[src/rtl/enigma_pkg.sv]
// -----------------------------------------------------------------------------
// enigma_pkg
// Shared constants and types for the enigma datapath: ASCII codes handled
// specially by the rotor driver, rotor wiring-table geometry, and the
// rotor-driver FSM state type.
// -----------------------------------------------------------------------------
package enigma_pkg;

    localparam logic [7:0] ASCII_A = 8'h41;
    localparam logic [7:0] ASCII_Z = 8'h5A;
    localparam logic [7:0] ASCII_Q = 8'h3F;

    localparam int unsigned ROTOR_N = 26;
    localparam int unsigned IDX_W   = ROTOR_N * 8;

    typedef enum logic [2:0] {
        ST_IDLE,
        ST_ISSUE,
        ST_WAIT,
        ST_DONE,
        ST_HOLD
    } drv_state_t;

    // Only upper-case letters go through the rotor; everything else bypasses.
    function automatic logic is_upper(input logic [7:0] c);
        return (c >= ASCII_A) && (c <= ASCII_Z);
    endfunction

endpackage

[src/rtl/char_fifo.sv]
// -----------------------------------------------------------------------------
// char_fifo
// Small first-word-fall-through character buffer. The head entry is always
// presented on dout straight from the storage flops.
//
// Ports:
//   clk, reset_n  clock / asynchronous active-low reset
//   push, din     write strobe and 8-bit data (ignored while full)
//   pop           remove head entry (ignored while empty)
//   dout          current head entry
//   full, empty   occupancy flags
// -----------------------------------------------------------------------------
module char_fifo #(
    parameter int unsigned DEPTH = 4
) (
    input  logic       clk,
    input  logic       reset_n,
    input  logic       push,
    input  logic [7:0] din,
    input  logic       pop,
    output logic [7:0] dout,
    output logic       full,
    output logic       empty
);

    localparam int unsigned PTR_W = $clog2(DEPTH);

    logic [7:0]       mem [DEPTH];
    logic [PTR_W-1:0] wr_ptr;
    logic [PTR_W-1:0] rd_ptr;
    logic [PTR_W:0]   count;
    logic             do_push;
    logic             do_pop;

    assign full    = (count == (PTR_W + 1)'(DEPTH));
    assign empty   = (count == '0);
    assign do_push = push & ~full;
    assign do_pop  = pop & ~empty;
    assign dout    = mem[rd_ptr];

    // Pointers wrap naturally because DEPTH is a power of two.
    always_ff @(posedge clk or negedge reset_n) begin
        if (!reset_n) begin
            wr_ptr <= '0;
            rd_ptr <= '0;
            count  <= '0;
            for (int unsigned i = 0; i < DEPTH; i++) begin
                mem[i] <= '0;
            end
        end else begin
            if (do_push) begin
                mem[wr_ptr] <= din;
                wr_ptr      <= wr_ptr + 1'b1;
            end
            if (do_pop) begin
                rd_ptr <= rd_ptr + 1'b1;
            end
            case ({do_push, do_pop})
                2'b10:   count <= count + 1'b1;
                2'b01:   count <= count - 1'b1;
                default: count <= count;
            endcase
        end
    end

endmodule

[src/rtl/rotor_driver.sv]
// -----------------------------------------------------------------------------
// rotor_driver
// Initiator side of the rotor handshake. Buffers an incoming character stream,
// sends upper-case letters one at a time to a rotor stage (r_valid/r_en/r_done)
// and forwards everything else untouched, preserving input order. Results are
// offered downstream on a ready/valid interface. Also registers and strobes
// the rotor configuration.
//
// Ports:
//   clk, reset_n                      clock / asynchronous active-low reset
//   cfg_set, cfg_offset, cfg_delay,
//   cfg_idx, cfg_dec                  configuration request and values
//   cfg_err                           1-cycle pulse: request rejected (busy)
//   in_valid, in_ready, in_char       upstream character stream
//   out_valid, out_ready, out_char    downstream result stream
//   r_set, r_offset, r_delay,
//   r_idx, r_dec                      registered configuration to the rotor
//   r_valid, r_din, r_en              character strobe / data / step enable
//   r_done, r_dout                    rotor result
//   timeout_err                       sticky rotor-timeout flag
// -----------------------------------------------------------------------------
module rotor_driver
    import enigma_pkg::*;
#(
    parameter int unsigned FIFO_DEPTH = 4,
    parameter int unsigned TIMEOUT    = 1024
) (
    input  logic           clk,
    input  logic           reset_n,
    input  logic           cfg_set,
    input  logic [31:0]    cfg_offset,
    input  logic [31:0]    cfg_delay,
    input  logic [207:0]   cfg_idx,
    input  logic           cfg_dec,
    output logic           cfg_err,
    input  logic           in_valid,
    output logic           in_ready,
    input  logic [7:0]     in_char,
    output logic           out_valid,
    input  logic           out_ready,
    output logic [7:0]     out_char,
    output logic           r_set,
    output logic [31:0]    r_offset,
    output logic [31:0]    r_delay,
    output logic [207:0]   r_idx,
    output logic           r_dec,
    output logic           r_valid,
    output logic [7:0]     r_din,
    output logic           r_en,
    input  logic           r_done,
    input  logic [7:0]     r_dout,
    output logic           timeout_err
);

    localparam int unsigned CNT_W = $clog2(TIMEOUT + 1);

    drv_state_t       state;
    drv_state_t       state_next;

    logic [7:0]       fifo_dout;
    logic             fifo_full;
    logic             fifo_empty;
    logic             fifo_push;
    logic             fifo_pop;

    logic             in_open;
    logic [CNT_W-1:0] wait_cnt;
    logic             cfg_accept;
    logic             dispatch;
    logic             bypass;
    logic             done_seen;
    logic             timed_out;

    // in_open keeps in_ready low while in reset, so every output reads 0 then.
    assign in_ready   = in_open & ~fifo_full;
    assign fifo_push  = in_valid & in_ready;
    assign cfg_accept = cfg_set && (state == ST_IDLE) && fifo_empty && !out_valid;

    assign r_valid = (state == ST_ISSUE);
    assign r_en    = (state == ST_WAIT);

    char_fifo #(
        .DEPTH (FIFO_DEPTH)
    ) u_fifo (
        .clk     (clk),
        .reset_n (reset_n),
        .push    (fifo_push),
        .din     (in_char),
        .pop     (fifo_pop),
        .dout    (fifo_dout),
        .full    (fifo_full),
        .empty   (fifo_empty)
    );

    always_ff @(posedge clk or negedge reset_n) begin
        if (!reset_n) begin
            state <= ST_IDLE;
        end else begin
            state <= state_next;
        end
    end

    always_comb begin
        state_next = state;
        fifo_pop   = 1'b0;
        dispatch   = 1'b0;
        bypass     = 1'b0;
        done_seen  = 1'b0;
        timed_out  = 1'b0;
        case (state)
            ST_IDLE: begin
                if (!fifo_empty && !out_valid) begin
                    fifo_pop = 1'b1;
                    if (is_upper(fifo_dout)) begin
                        dispatch   = 1'b1;
                        state_next = ST_ISSUE;
                    end else begin
                        bypass = 1'b1;
                    end
                end
            end
            ST_ISSUE: state_next = ST_WAIT;
            ST_WAIT: begin
                // A result arriving on the last allowed cycle still wins.
                if (r_done) begin
                    done_seen  = 1'b1;
                    state_next = ST_DONE;
                end else if (wait_cnt == CNT_W'(TIMEOUT - 1)) begin
                    timed_out  = 1'b1;
                    state_next = ST_DONE;
                end
            end
            ST_DONE: state_next = ST_HOLD;
            ST_HOLD: begin
                if (out_ready) begin
                    state_next = ST_IDLE;
                end
            end
            default: state_next = ST_IDLE;
        endcase
    end

    always_ff @(posedge clk or negedge reset_n) begin
        if (!reset_n) begin
            in_open     <= 1'b0;
            cfg_err     <= 1'b0;
            r_set       <= 1'b0;
            r_offset    <= '0;
            r_delay     <= '0;
            r_idx       <= '0;
            r_dec       <= 1'b0;
            r_din       <= '0;
            wait_cnt    <= '0;
            out_char    <= '0;
            out_valid   <= 1'b0;
            timeout_err <= 1'b0;
        end else begin
            in_open <= 1'b1;
            r_set   <= cfg_accept;
            cfg_err <= cfg_set & ~cfg_accept;

            if (cfg_accept) begin
                r_offset    <= cfg_offset;
                r_delay     <= cfg_delay;
                r_idx       <= cfg_idx;
                r_dec       <= cfg_dec;
                timeout_err <= 1'b0;
            end

            if (dispatch) begin
                r_din <= fifo_dout;
            end

            if (state == ST_ISSUE) begin
                wait_cnt <= '0;
            end else if (state == ST_WAIT) begin
                wait_cnt <= wait_cnt + 1'b1;
            end

            if (done_seen) begin
                out_char <= r_dout;
            end else if (timed_out) begin
                out_char    <= ASCII_Q;
                timeout_err <= 1'b1;
            end else if (bypass) begin
                out_char <= fifo_dout;
            end

            // out_valid rises on leaving DONE so the result is offered only
            // from HOLD, where it is held until the downstream handshake.
            if (bypass || (state == ST_DONE)) begin
                out_valid <= 1'b1;
            end else if (out_valid && out_ready) begin
                out_valid <= 1'b0;
            end
        end
    end

endmodule

[config.mk]
export PLATFORM = sky130hd
export DESIGN_NAME = rotor_driver
export DESIGN_NICKNAME = d
export VERILOG_FILES = /design/src/rtl/enigma_pkg.sv /design/src/rtl/char_fifo.sv /design/src/rtl/rotor_driver.sv
export SDC_FILE = /design/constraint.sdc
export NUM_CORES = 1
export LEC_CHECK = 0
export CELL_PAD_IN_SITES_DETAIL_PLACEMENT = 1
export CELL_PAD_IN_SITES_GLOBAL_PLACEMENT = 2
export CORE_MARGIN = 8
export CORE_UTILIZATION = 24
export CTS_CLUSTER_DIAMETER = 120
export DETAILED_ROUTE_END_ITERATION = 8
export GPL_TIMING_DRIVEN = 1
export HOLD_SLACK_MARGIN = 0.05
export PLACE_DENSITY = 0.84
export SKIP_CTS_REPAIR_TIMING = 1
export SYNTH_ARGS = -nofsm -noshare
export SYNTH_HDL_FRONTEND = slang
export SYNTH_SLANG_ARGS = --single-unit
[constraint.sdc]
create_clock -name clk -period 2.5 [get_ports clk]
set_input_delay 0.625 -clock clk [delete_from_list [all_inputs] [get_ports clk]]
set_output_delay 0.625 -clock clk [all_outputs]
set_load 0.03 [all_outputs]
; After elaboration in Yosys (flattened, before gate mapping)
; Index checks and enable logic that the tools add are counted.
[word_totals]
register_bits = 347
out_inout_bits = 296
inputBits = 295
elab_cells = 105
[op_classes]
addsub = 5
magnitude_cmp = 5
bitwise = 10
n_reduce_logical = 17
muxes = 36
eq_ne = 12
[ops]
columns = op, count
row1 = $mux W8, 6
row2 = $bwmux W32, 1
row3 = $mux W11, 2
row4 = $mux W1, 18
row5 = $bmux W8 S2, 1
row6 = $demux W8 S2, 1
row7 = $mux W3, 5
row8 = $pmux W3 S5, 1
row9 = $add A11 B1 Y11 const B, 1
row10 = $eq A11 B10 Y1 const B, 1
row11 = $ge A8 B7 Y1 const B, 1
row12 = $le A8 B7 Y1 const B, 1
row13 = $logic_and A1 B1 Y1, 7
row14 = $eq A3 B2 Y1 const B, 2
row15 = $eq A3 B3 Y1 const B, 2
row16 = $ge A3 B3 Y1 const B, 2
row17 = $logic_not A3 Y1, 2
row18 = $not A2 Y3, 2
row19 = $pmux W3 S2, 1
row20 = $reduce_bool A2 Y1, 3
row21 = $and A1 B1 Y1, 5
row22 = $add A2 B1 Y2 const B, 2
row23 = $ne A2 B1 Y1 const B, 2
row24 = $reduce_and A4 Y1, 1
row25 = other kinds (12), 15

; Depth between registers and ports, before layout
[logic_depth]
word_depth = 12
depth_mapped = 11
ltp_nobuf = 10

; Hierarchy
; A second synthesis with hierarchy kept.
[unflattened]
cells_unflattened = 1427
area_unflattened_um2 = 13640.6
[modules_own_cells]
columns = mod, area_each_um2, n_inst, seq_area_each_um2, cells_each
row1 = rotor_driver, 11856.4, 1, 7707.4, 1313
row2 = char_fifo, 1784.2, 1, 975.9, 114

; Least setup slack after synthesis
; No wires, ideal clock.
[synth_path]
path_kind = register -> register
startpoint = reg u_fifo.count[2]
endpoint = reg u_fifo.count[2]
path_slack_ns = 0.125
path_buffers = 1
t_required_ns = 2.375
synth_period_minus_slack_ns = 2.375
path_stages_with_launch = 11
arrival_ns = 2.250
setup_time_ns = 0.125
path_cell_list = dfrtp_1 a31oi_1 and2_1 clkbuf_1 inv_1 ha_1 inv_1 fa_1 xor2_1 nor2_1 xor2_1
[synth_via]
word_cells_on_any_way = 18
cone_classes = add/sub: 2 / eq/ne: 3 / mux: 3 / bitwise: 6 / reduce/logical: 4
[synth_rtl]
columns = item, line_no
row1 = "start, declared", char_fifo.sv:31  ; logic [PTR_W:0] count;
row2 = "start signal, assigned", char_fifo.sv:59  ; 2'b10: count <= count + 1'b1;
row3 = "start signal, assigned", char_fifo.sv:60  ; 2'b01: count <= count - 1'b1;
row4 = "start signal, assigned", char_fifo.sv:61  ; default: count <= count;
row5 = $eq A3 B3 Y1 *, char_fifo.sv:35  ; assign full = (count == (PTR_W + 1)'(DEPTH));
row6 = $not A1 Y1 *, rotor_driver.sv:75  ; assign in_ready = in_open & ~fifo_full;
row7 = $and A1 B1 Y1 *, rotor_driver.sv:75
row8 = named net in_ready, rotor_driver.sv:37  ; output logic in_ready,
row9 = $and A1 B1 Y1 *, rotor_driver.sv:76  ; assign fifo_push = in_valid & in_ready;
row10 = $and A1 B1 Y1 *, char_fifo.sv:37  ; assign do_push = push & ~full;
row11 = $eq A2 B1 Y1 or $eq A2 B2 Y1 (tied branches), char_fifo.sv:58  ; case ({do_push, do_pop})
row12 = $pmux W3 S2 or $reduce_bool A2 Y1 (tied branches), --
; Mark *: on every way through the listed nets, which the timed path passes. The rest lies on a longest branch.
; A chain may end at the register's enable or synchronous reset.

; Final worst setup path
[layout_path]
startpoint = reg state[1]
endpoint = out r_valid
[layout_via]
elab_chain_len = 1
[layout_lines]
columns = item, line_no
row1 = "start, declared", rotor_driver.sv:57  ; drv_state_t state;
row2 = "start signal, assigned", rotor_driver.sv:99  ; state <= state_next;
row3 = $eq A3 B1 Y1, rotor_driver.sv:79  ; assign r_valid = (state == ST_ISSUE);
row4 = "end, declared", rotor_driver.sv:47  ; output logic r_valid,
; No other way between the ends.

==> summary.md <==
| Metric | Value |
|---|---|
| Clock skew | `a little over 0.01 ns` |
| Share of post-route cells with drive strength above 1 | `between 7 and 8%` |
| Post-synth cell types | `43` |
| Hold path cells | `2` |
| Synthesized Nets | `approximately 1,700` |
| Async set or reset register ratio after synthesis | `between 90% and 100%` |
| Synthesized area per cell | `9.576 um^2` |
| Global route overflow | `0` |
| DR vias | `around 12,000` |
| Largest net degree at the start of global routing | `roughly 80` |
| Mux contribution to synthesized area | `5.544%` |
| Hpwl dp | `around 40 mm` |
| TritonCTS clock tree | `yes` |
| Yosys warns | `0` |
| TNS Setup | `0 ns` |
| CP endpoint kind | `output pin` |
| Max-cap violation count | `0` |
| WHS | `between 0.4 and 0.5 ns` |
| Critical path startpoint category | `flop` |
| Post-synthesis simple-gate area fraction | `about a quarter` |
| Core Area | `55,950 um^2` |
| Cell Area, Synth | `approximately 13,000 um^2` |
| EDFF count, synth | `0` |
| Clock Pin Slew Worst Setup and Hold Paths | `about 0.06 ns` |
| Max clock buf depth | `3` |
| Worst Path Required | `1.88 ns` |
| Leakage power | `between 10 and 15 nW` |
| Status | `completed` |
| Worst EP arrival | `around 1.8 ns` |
| First-pass GRT wire length | `between 80 and 90 mm` |
| Gate Count Post-Synth | `approximately 1,400` |
| Post-synth top flop | `dfrtp_1` |
| Reg2Reg Depth | `7` |
| Filler cells | `about 6,400` |
| Register area | `between 8000 and 9000 um^2` |
| VDD IR-drop max | `roughly 0.7 mV` |
| Initial DRT Pass Iterations | `4` |
| Register area share after synthesis | `between 60% and 70%` |
| Vias/cell | `4.238` |
| Routed WL | `53.07 mm` |
| Gpl congestion | `roughly 0.8` |
| Setup Viol. Count Final | `0` |
| Fin crit period | `between 2 and 2.5 ns` |
| Wire per inst | `between 15 and 20 um` |
| Die Y | `around 250 um` |
| Total power | `27.85 mW` |
| DRT iter0 DRCs | `roughly 460` |
| Largest family of logic cells by synthesized area | `simple AND/OR/NAND/NOR gates` |
| Die area | `63,970 um^2` |
| Upper clock frequency limit | `~0.42 GHz` |
| Post-route ant nets | `0` |
| Layer with the highest usage | `met2` |
| Beginning of the critical path | `state[1]$_DFFE_PN0P_` |
| Synth top area cells | `dfrtp_1 (64%), nand2_1 (23%), mux2_2 (2.7%), clkbuf_1 (1.7%), mux4_2 (1.3%)` |
| Synth area leader | `dfrtp_1` |
| Clk sink count | `between 300 and 400` |
| DRC violations left | `0` |
| Reg2Reg Setup Slack | `about 0.18 ns` |
| Boundary Pins | `591` |
| Clock root cell | `clkbuf_16` |
| Clk_lat worst skew | `approximately 0.56 ns` |
| Met2 Use GR | `about 28%` |
| Footprint of the multi-input gates | `approximately 4500 um^2` |
| CTS buffer count | `42` |
| PD cells | `1271 nW/um^2` |
| Met1 usage | `roughly 18%` |
| Num rows | `87` |
| CTS H-tree lvls | `2` |
| #FFs+latches synth | `about 350` |
| Critical path peak fanout | `5` |
| Met3 Use GR | `between 7 and 8%` |
| Post-synth top area share | `about 64%` |
| Final hold violations | `0` |
| Die X | `~250 um` |
| Adder-Cell Fraction of Synth Area | `less than 1%` |
| Layout Nets | `2,313` |
| XOR/XNOR share of the synthesized area | `0.3900%` |
| Initial Utilization | `approximately a quarter` |
| Min-Delay Path Class | `flop to flop` |
| Antenna violations before repair | `9` |
| Compound-gate portion of the synthesized area | `about 1.4%` |
| Vias in the first global route | `13,250` |
| Port bufs | `590` |
| R2R Path Start | `u_fifo.rd_ptr[0]$_DFFE_PN0P_` |
| Crit path capture | `r_valid` |
| Fin crit share | `96.10%` |
| Total track usage | `approximately 16%` |
| Max-slew violation count | `0` |
| RSZ-0062 raised after global routing | `true` |
| Area growth, synth to finish | `62.64%` |
| Worst r2r dst | `r_din[6]$_DFFE_PN0P_` |
| WS Path Type | `flop to output pin` |
[cells in the mapped netlist (3+ instances only)]
| library cell | instances |
|---|---|
| buf_1 | 4 |
| clkbuf_1 | 61 |
| dfrtp_1 | 347 |
| ha_1 | 6 |
| inv_1 | 19 |
| mux2_1 | 5 |
| mux2_2 | 32 |
| mux2i_1 | 12 |
| mux4_2 | 8 |
| nand2_1 | 841 |
| nand3_1 | 10 |
| nor2_1 | 6 |
| nor2b_1 | 3 |
| o21ai_0 | 7 |
| o22ai_1 | 7 |
| xnor2_1 | 3 |
| xor2_1 | 3 |
[power by group]
part	switching, mW	internal (mW)
logic	7.43	5.24
registers	1.31	7.84
clock network	2.47	3.56
[worst max-delay path: stages (launching register included)]
cell and delay (ns):
dfrtp_1 0.42, or3b_2 0.50, inv_1 0.08, clkbuf_2 0.22
[stage by stage]
stage	cell area [um^2]	setup slack [ns]	utilization, %	cells
6_report	21910	0.09761	39.16	2801
5_1_grt	21910	-0.003267	39.16	2801
4_1_cts	21880	-0.4351	39.10	2797
3_5_place_dp	20510	0.1054	36.65	2722
3_3_place_gp	20510	0.09803	36.65	2722
2_1_floorplan	13470	0.1251	-	1407
[layout by cell type (no fill, tap or decap), drive strengths merged, types with 8 or more instances in the layout]
master and count:
clkdlybuf4s50 586, mux2i 12, mux2 39, mux4 8, dfrtp 347, nand3 10, clkbuf 66, inv 21
nand2 841, buf 36
[worst min path at each step]
stage | from | endpoint | slack, ns
global placement | r_din[6]$_DFFE_PN0P_ | r_din[6]$_DFFE_PN0P_ | 0.45
floorplan | reset_n | cfg_err$_DFF_PN0_ | 0.33
CTS | reset_n | r_offset[14]$_DFFE_PN0P_ | -0.08
global route | r_offset[3]$_DFFE_PN0P_ | r_offset[3]$_DFFE_PN0P_ | 0.49
finish | r_idx[142]$_DFFE_PN0P_ | r_idx[142]$_DFFE_PN0P_ | 0.47
detailed placement | r_idx[142]$_DFFE_PN0P_ | r_idx[142]$_DFFE_PN0P_ | 0.46
[cell type report]
type,instances,share of cell area (%)
Inverter,19,0.3597
Timing Repair Buffer,626,28.90
Multi-Input combinational cell,975,20.49
Clock buffer,65,5.693
Tap cell,756,4.317
Sequential cell,347,39.63
Clock inverter,10,0.5653
Antenna cell,3,0.03426
[registers in the layout, indices dropped and copies added (netlist names), 8 cells and up]
signal	flops
r_idx	208
r_delay	32
r_offset	32
u_fifo.mem	32
wait_cnt	11
out_char	8
r_din	8
[routing by layer]
metal	wire length (um)	up-vias
met5	69	-
met4	1642	10
met3	5150	96
met2	26630	399
met1	19580	5820
li1	-	5546
[cells by family (layout without fill, tap and decap cells)]
logic type,Yosys count,after routing
other,1,4
buffers and inverters,85,720
adder cells (fa/ha/maj),7,7
AO/OA/AOI/OAI,24,24
flip-flops,347,347
multiplexers,59,59
AND/OR/NAND/NOR,878,878
XOR/XNOR,6,6
No activity file was read; power rests on OpenSTA's default activity.
